`src/rtl/mem_port_arbiter.sv`:
```
// Shares one sram-like memory port between fetch and load/store with fixed data-over-inst priority.
// Keeps an in-order id FIFO so that each response returns to the side that issued the request.
module mem_port_arbiter #(
  parameter int OT_DEPTH = 2
) (
  input  logic        clk,
  input  logic        reset,

  input  logic        inst_req,
  input  logic        inst_wr,
  input  logic [1:0]  inst_size,
  input  logic [3:0]  inst_wstrb,
  input  logic [31:0] inst_addr,
  input  logic [31:0] inst_wdata,
  output logic        inst_addr_ok,
  output logic        inst_data_ok,
  output logic [31:0] inst_rdata,

  input  logic        data_req,
  input  logic        data_wr,
  input  logic [1:0]  data_size,
  input  logic [3:0]  data_wstrb,
  input  logic [31:0] data_addr,
  input  logic [31:0] data_wdata,
  output logic        data_addr_ok,
  output logic        data_data_ok,
  output logic [31:0] data_rdata,

  output logic        mem_req,
  output logic        mem_wr,
  output logic [1:0]  mem_size,
  output logic [3:0]  mem_wstrb,
  output logic [31:0] mem_addr,
  output logic [31:0] mem_wdata,
  input  logic        mem_addr_ok,
  input  logic        mem_data_ok,
  input  logic [31:0] mem_rdata,

  output logic [2:0]  ot_count
);

  localparam int              PTR_W     = (OT_DEPTH > 1) ? $clog2(OT_DEPTH) : 1;
  localparam logic [PTR_W-1:0] PTR_LAST = PTR_W'(OT_DEPTH - 1);
  localparam logic [2:0]      DEPTH_CNT = 3'(OT_DEPTH);

  logic [OT_DEPTH-1:0] id_q, id_d;
  logic [PTR_W-1:0]    head_q, head_d;
  logic [PTR_W-1:0]    tail_q, tail_d;
  logic [2:0]          count_q, count_d;

  logic full;
  logic grant_data;
  logic grant_inst;
  logic push;
  logic pop;
  logic head_id;

  function automatic logic [PTR_W-1:0] ptr_inc(input logic [PTR_W-1:0] p);
    return (p == PTR_LAST) ? '0 : p + PTR_W'(1);
  endfunction

  always_comb begin
    full       = (count_q == DEPTH_CNT);
    grant_data = data_req & ~full;
    grant_inst = inst_req & ~data_req & ~full;
    mem_req    = (inst_req | data_req) & ~full;
    push       = mem_req & mem_addr_ok;
    pop        = mem_data_ok & (count_q != 3'd0);
    head_id    = id_q[head_q];
  end

  // Request fields follow the inst side whenever data is not granted.
  always_comb begin
    mem_wr    = grant_data ? data_wr    : inst_wr;
    mem_size  = grant_data ? data_size  : inst_size;
    mem_wstrb = grant_data ? data_wstrb : inst_wstrb;
    mem_addr  = grant_data ? data_addr  : inst_addr;
    mem_wdata = grant_data ? data_wdata : inst_wdata;
  end

  // Response routing reads the registered head, so a same-cycle accept is never the target.
  always_comb begin
    inst_addr_ok = grant_inst & mem_addr_ok;
    data_addr_ok = grant_data & mem_addr_ok;
    inst_data_ok = pop & ~head_id;
    data_data_ok = pop &  head_id;
    inst_rdata   = mem_rdata;
    data_rdata   = mem_rdata;
    ot_count     = count_q;
  end

  always_comb begin
    id_d    = id_q;
    head_d  = head_q;
    tail_d  = tail_q;
    count_d = count_q;
    if (push) begin
      id_d[tail_q] = grant_data;
      tail_d       = ptr_inc(tail_q);
    end
    if (pop) begin
      head_d = ptr_inc(head_q);
    end
    if (push && !pop) begin
      count_d = count_q + 3'd1;
    end else if (pop && !push) begin
      count_d = count_q - 3'd1;
    end
  end

  always_ff @(posedge clk) begin
    if (reset) begin
      id_q    <= '0;
      head_q  <= '0;
      tail_q  <= '0;
      count_q <= '0;
    end else begin
      id_q    <= id_d;
      head_q  <= head_d;
      tail_q  <= tail_d;
      count_q <= count_d;
    end
  end

endmodule

```
`config.mk`:
```
export PLATFORM = sky130hd
export DESIGN_NAME = mem_port_arbiter
export DESIGN_NICKNAME = d
export VERILOG_FILES = /design/src/rtl/mem_port_arbiter.sv
export SDC_FILE = /design/constraint.sdc
export NUM_CORES = 1
export LEC_CHECK = 0
export BUFFER_PORTS_ARGS = -buffer_cell sky130_fd_sc_hd__buf_2
export CAP_MARGIN = 20
export CORE_AREA = 4 4 123 125
export DETAILED_ROUTE_END_ITERATION = 16
export DIE_AREA = 0 0 127 129
export HOLD_SLACK_MARGIN = 0.03
export MAX_ROUTING_LAYER = met4
export PLACE_DENSITY = 0.41
export SETUP_SLACK_MARGIN = 0.2
export SLEW_MARGIN = 20
export SYNTH_ARGS = -nofsm -noshare
export SYNTH_HDL_FRONTEND = slang
export SYNTH_SLANG_ARGS = --single-unit
```
`constraint.sdc`:
```
create_clock -name clk -period 2.4 [get_ports clk]
set_input_delay 0.48 -clock clk [delete_from_list [all_inputs] [get_ports clk]]
set_output_delay 0.48 -clock clk [all_outputs]
set_load 0.02 [all_outputs]
```
==> results by group <==
Outcome
  • Run status: complete, no violations

Clock tree
  • Post-CTS Hold Fix Bufs: 0
  • CTS clk-pin slew, worst paths: roughly 0.04 ns
  • Num CTS Buffers: 3
  • CTS tree: built
  • CTS Root Cell: clkbuf_16
  • Clk_lat worst skew: 0.23 ns
  • Clock sink total: 7
  • CTS max path bufs: 2
  • H-tree lvl count: 1

Floorplanning
  • Die area: approximately 0.016 mm²
  • Die H: 129 µm
  • Die W: 127 µm
  • Starting Density: 0.127
  • Core Area: 0.0139 mm²
  • Rows: 43
  • Ports: around 320

Setup path
  • Crit path largest cell delay: 0.44 ns
  • Worst-path fanout max: 5
  • Crit path cell chain: or3b_4, nand2_8, buf_6, buf_12, buf_16, mux2_4, buf_6
  • CP most frequent cell: buf_6
  • Delay-heaviest family, CP: simple AND/OR/NAND/NOR gates
  • Slowest cell on crit path: or3b_4
  • Endpoint class of the critical path: output pin
  • CP bufs+invs: 4
  • WS Path Type: flop to output pin
  • Worst EP required: about 1.9 ns
  • CP startpoint kind: flop
  • Arrival time worst endpoint: 1.88 ns

Route
  • Met1 wire length: 3.09 mm
  • Initial DRC Count: 32
  • Via count: 2,087
  • Top sig layer: met4
  • DR WL met2: 4.85 mm
  • Detail Route Antenna Nets: 0
  • # DRC: 0
  • Drt total wl: roughly 9.5 mm
  • Post-DR wirelength/cell: 17.2 µm
  • DR WL met3: 1.07 mm
  • DRT Pass-1 Iters: 3
  • Vias per cell: 3.79

STA
  • Worst-margin pin slew: 0.255 ns
  • Setup ws final: roughly 0.045 ns
  • Final Cycle Share: 0.981
  • RSZ-0062 raised after global routing: true
  • Setup violations, final: 0
  • Crit path time final: between 2 and 2.5 ns
  • Clock skew: 0.00242 ns
  • Final Hold Viols: 0
  • Final-report max-slew violation count: 0
  • Max transition margin: 0.830
  • Fmax: ~420 MHz

Layout
  • Nets: about 550
  • Antenna cells: 0
  • Layout cells sized above 1: 0.898
  • Filler cell count in the final layout: between 1,000 and 1,500
  • Design Area, Final: between 0.003 and 0.004 mm²
  • Non-filler cells, final: 551
  • Register area: 144 µm²
  • Synth-to-Final Area Change: 107%
  • Multi-input logic area: 0.00131 mm²

Synth
  • Synth Area per Inst: approximately 9.5 µm²
  • Netlist cell types: 22
  • FFs w/ async S/R, synth: 0
  • Seq/Total Area, Yosys: 0.0797
  • Flops & latches, synth: 7
  • Top cell type's share of synthesized area: 0.454
  • Post-Syn Instances: between 150 and 200
  • Syn Std Cell Area: 0.00176 mm²
  • Most used DFF post-synth: dfxtp_1
  • Count leader, synth: mux2_2
  • Area leader, netlist: mux2_2
  • Commonest cells post-synth: mux2_2 (71), buf_4 (64), dfxtp_1 (7), nor2_1 (7), buf_6 (6)
  • Yosys warnings: 0
  • Post-synth EDFFs: 0
  • Mapped Nets: 367
  • Synth area leaders: mux2_2 (45%), buf_4 (27%), dfxtp_1 (8.0%), buf_6 (3.8%), nor2_1 (1.5%)

Power and ir drop
  • Static leakage: 1.97 nW
  • PwrDens: 615 mW/mm²
  • Seq pwr share: 0.076
  • Max VDD drop: 0.207 mV
  • Pint: 0.00136 W
  • Pwr Total: 0.00224 W
  • Clk pwr share: 0.127
  • Sw frac: 0.393
  • Sw power: 0.000881 W
  • Comb pwr share: 0.797

Global routing
  • Number of global-route vias before repair: about 2,200
  • Initial antenna violation count: 1
  • Grt total ovfl: 0
  • All-layer global routing usage: 0.0980
  • Global-route wire length before repair: 12.1 mm
  • Largest net degree at the start of global routing: 13

Placement
  • DP HPWL: 7.14 mm
  • Port bufs: 226
  • Post-Place Setup Slack: 0.143 ns
  • DP Area: 0.00265 mm²
  • GPL Wtd Cong: 0.822
  • Placed Cells: 530

Worst hold path
  • Hold Path Class: flop to flop

Flow run
  • Max Cap Viol: 0
-- power by group through the flow --
| stage | registers [W] | logic (W) | clock network [W] |
|---|---|---|---|
| global route | 0.000175 | 0.00189 | 0.000302 |
| global placement | 0.000168 | 0.00121 | 0 |
| CTS | 0.000168 | 0.00159 | 0.000290 |
| floorplan | 0.000201 | 0.000900 | 0 |
| detailed placement | 0.000169 | 0.00122 | 0 |
| finish | 0.000169 | 0.00179 | 0.000284 |
-- registers in the layout (all words and copies together) (netlist names) --
signal and cells:
ot_count 3, id_q 2, head_q 1, tail_q 1
-- stage by stage --
stage / util / setup TNS [ns] / hold WS, ns
after CTS: 0.236 / 0 / 0.474
after floorplan: - / 0 / 0.442
after global placement: 0.191 / 0 / 0.465
after detailed placement: 0.191 / 0 / 0.469
final: 0.262 / 0 / 0.472
after global routing: 0.262 / -0.0556 / 0.514
-- layout make-up --
| type | count | area share |
|---|---|---|
| Clock buffer | 4 | 0.0217 |
| Inverter | 2 | 0.00206 |
| Multi-Input combinational cell | 106 | 0.359 |
| Sequential cell | 7 | 0.0395 |
| Tap cell | 180 | 0.0619 |
| Timing Repair Buffer | 252 | 0.515 |
-- layout by cell type (no fill, tap or decap), types with 2 or more instances in the layout --
cell	n
o21ai_0	3
xor2_1	3
a21oi_1	4
buf_4	15
o31ai_1	2
nand2_8	2
or3_1	2
clkbuf_16	4
nand4_1	2
dfxtp_1	4
mux2_4	60
nor2_1	7
mux2i_1	2
inv_1	2
buf_6	63
buf_16	4
buf_2	163
dfxtp_2	3
mux2_2	11
buf_12	4
-- path summary, 6_finish.rpt --
kind | from | depth (start not counted) | end | slack [ns]
min reg2reg | id_q[0] | 2 | id_q[0] | 0.47
max | ot_count[0] | 7 | mem_addr[20] | 0.04
max reg2reg | ot_count[0] | 8 | ot_count[2] | 0.34
min | id_q[0] | 2 | id_q[0] | 0.47
-- worst reg2reg max path: cells and delay by family, from the launching register on --
kind,cells,cell delay (ns)
compound gates,2,0.40
simple gates,1,0.31
xor+xnor,1,0.16
buf+inv,2,0.21
flops,1,0.31
fa+ha+maj,2,0.60
-- timing repair --
action / 4_1_cts / 5_1_grt
endpoints found under the hold margin: 0 / 0
gates cloned: 5 / 1
endpoints found under the setup margin: 69 / 72
resized for setup: 102 / 97
pin swaps: 2 / 1
buffers inserted: 9 / 2
-- layer usage --
metal | global-route usage | vias to the layer above
met1 | 0.0970 | 918
met2 | 0.181 | 157
met3 | 0.0249 | 53
met5 | - | -
met4 | 0.0442 | 0
li1 | - | 959
-- kinds of logic (layout without fill, tap and decap cells) --
group / Yosys count / in the layout / share of synthesized area
AOI/OAI and AO/OA: 10 / 10 / 0.0327
xor gates and xnor gates: 3 / 3 / 0.0149
adders and majority gates: 2 / 2 / 0.0185
buffers and inverters: 73 / 258 / 0.324
DFF: 7 / 7 / 0.0797
muxes: 73 / 73 / 0.466
and+or+nand+nor: 17 / 18 / 0.0640
Power figures use the tool's default switching activity.
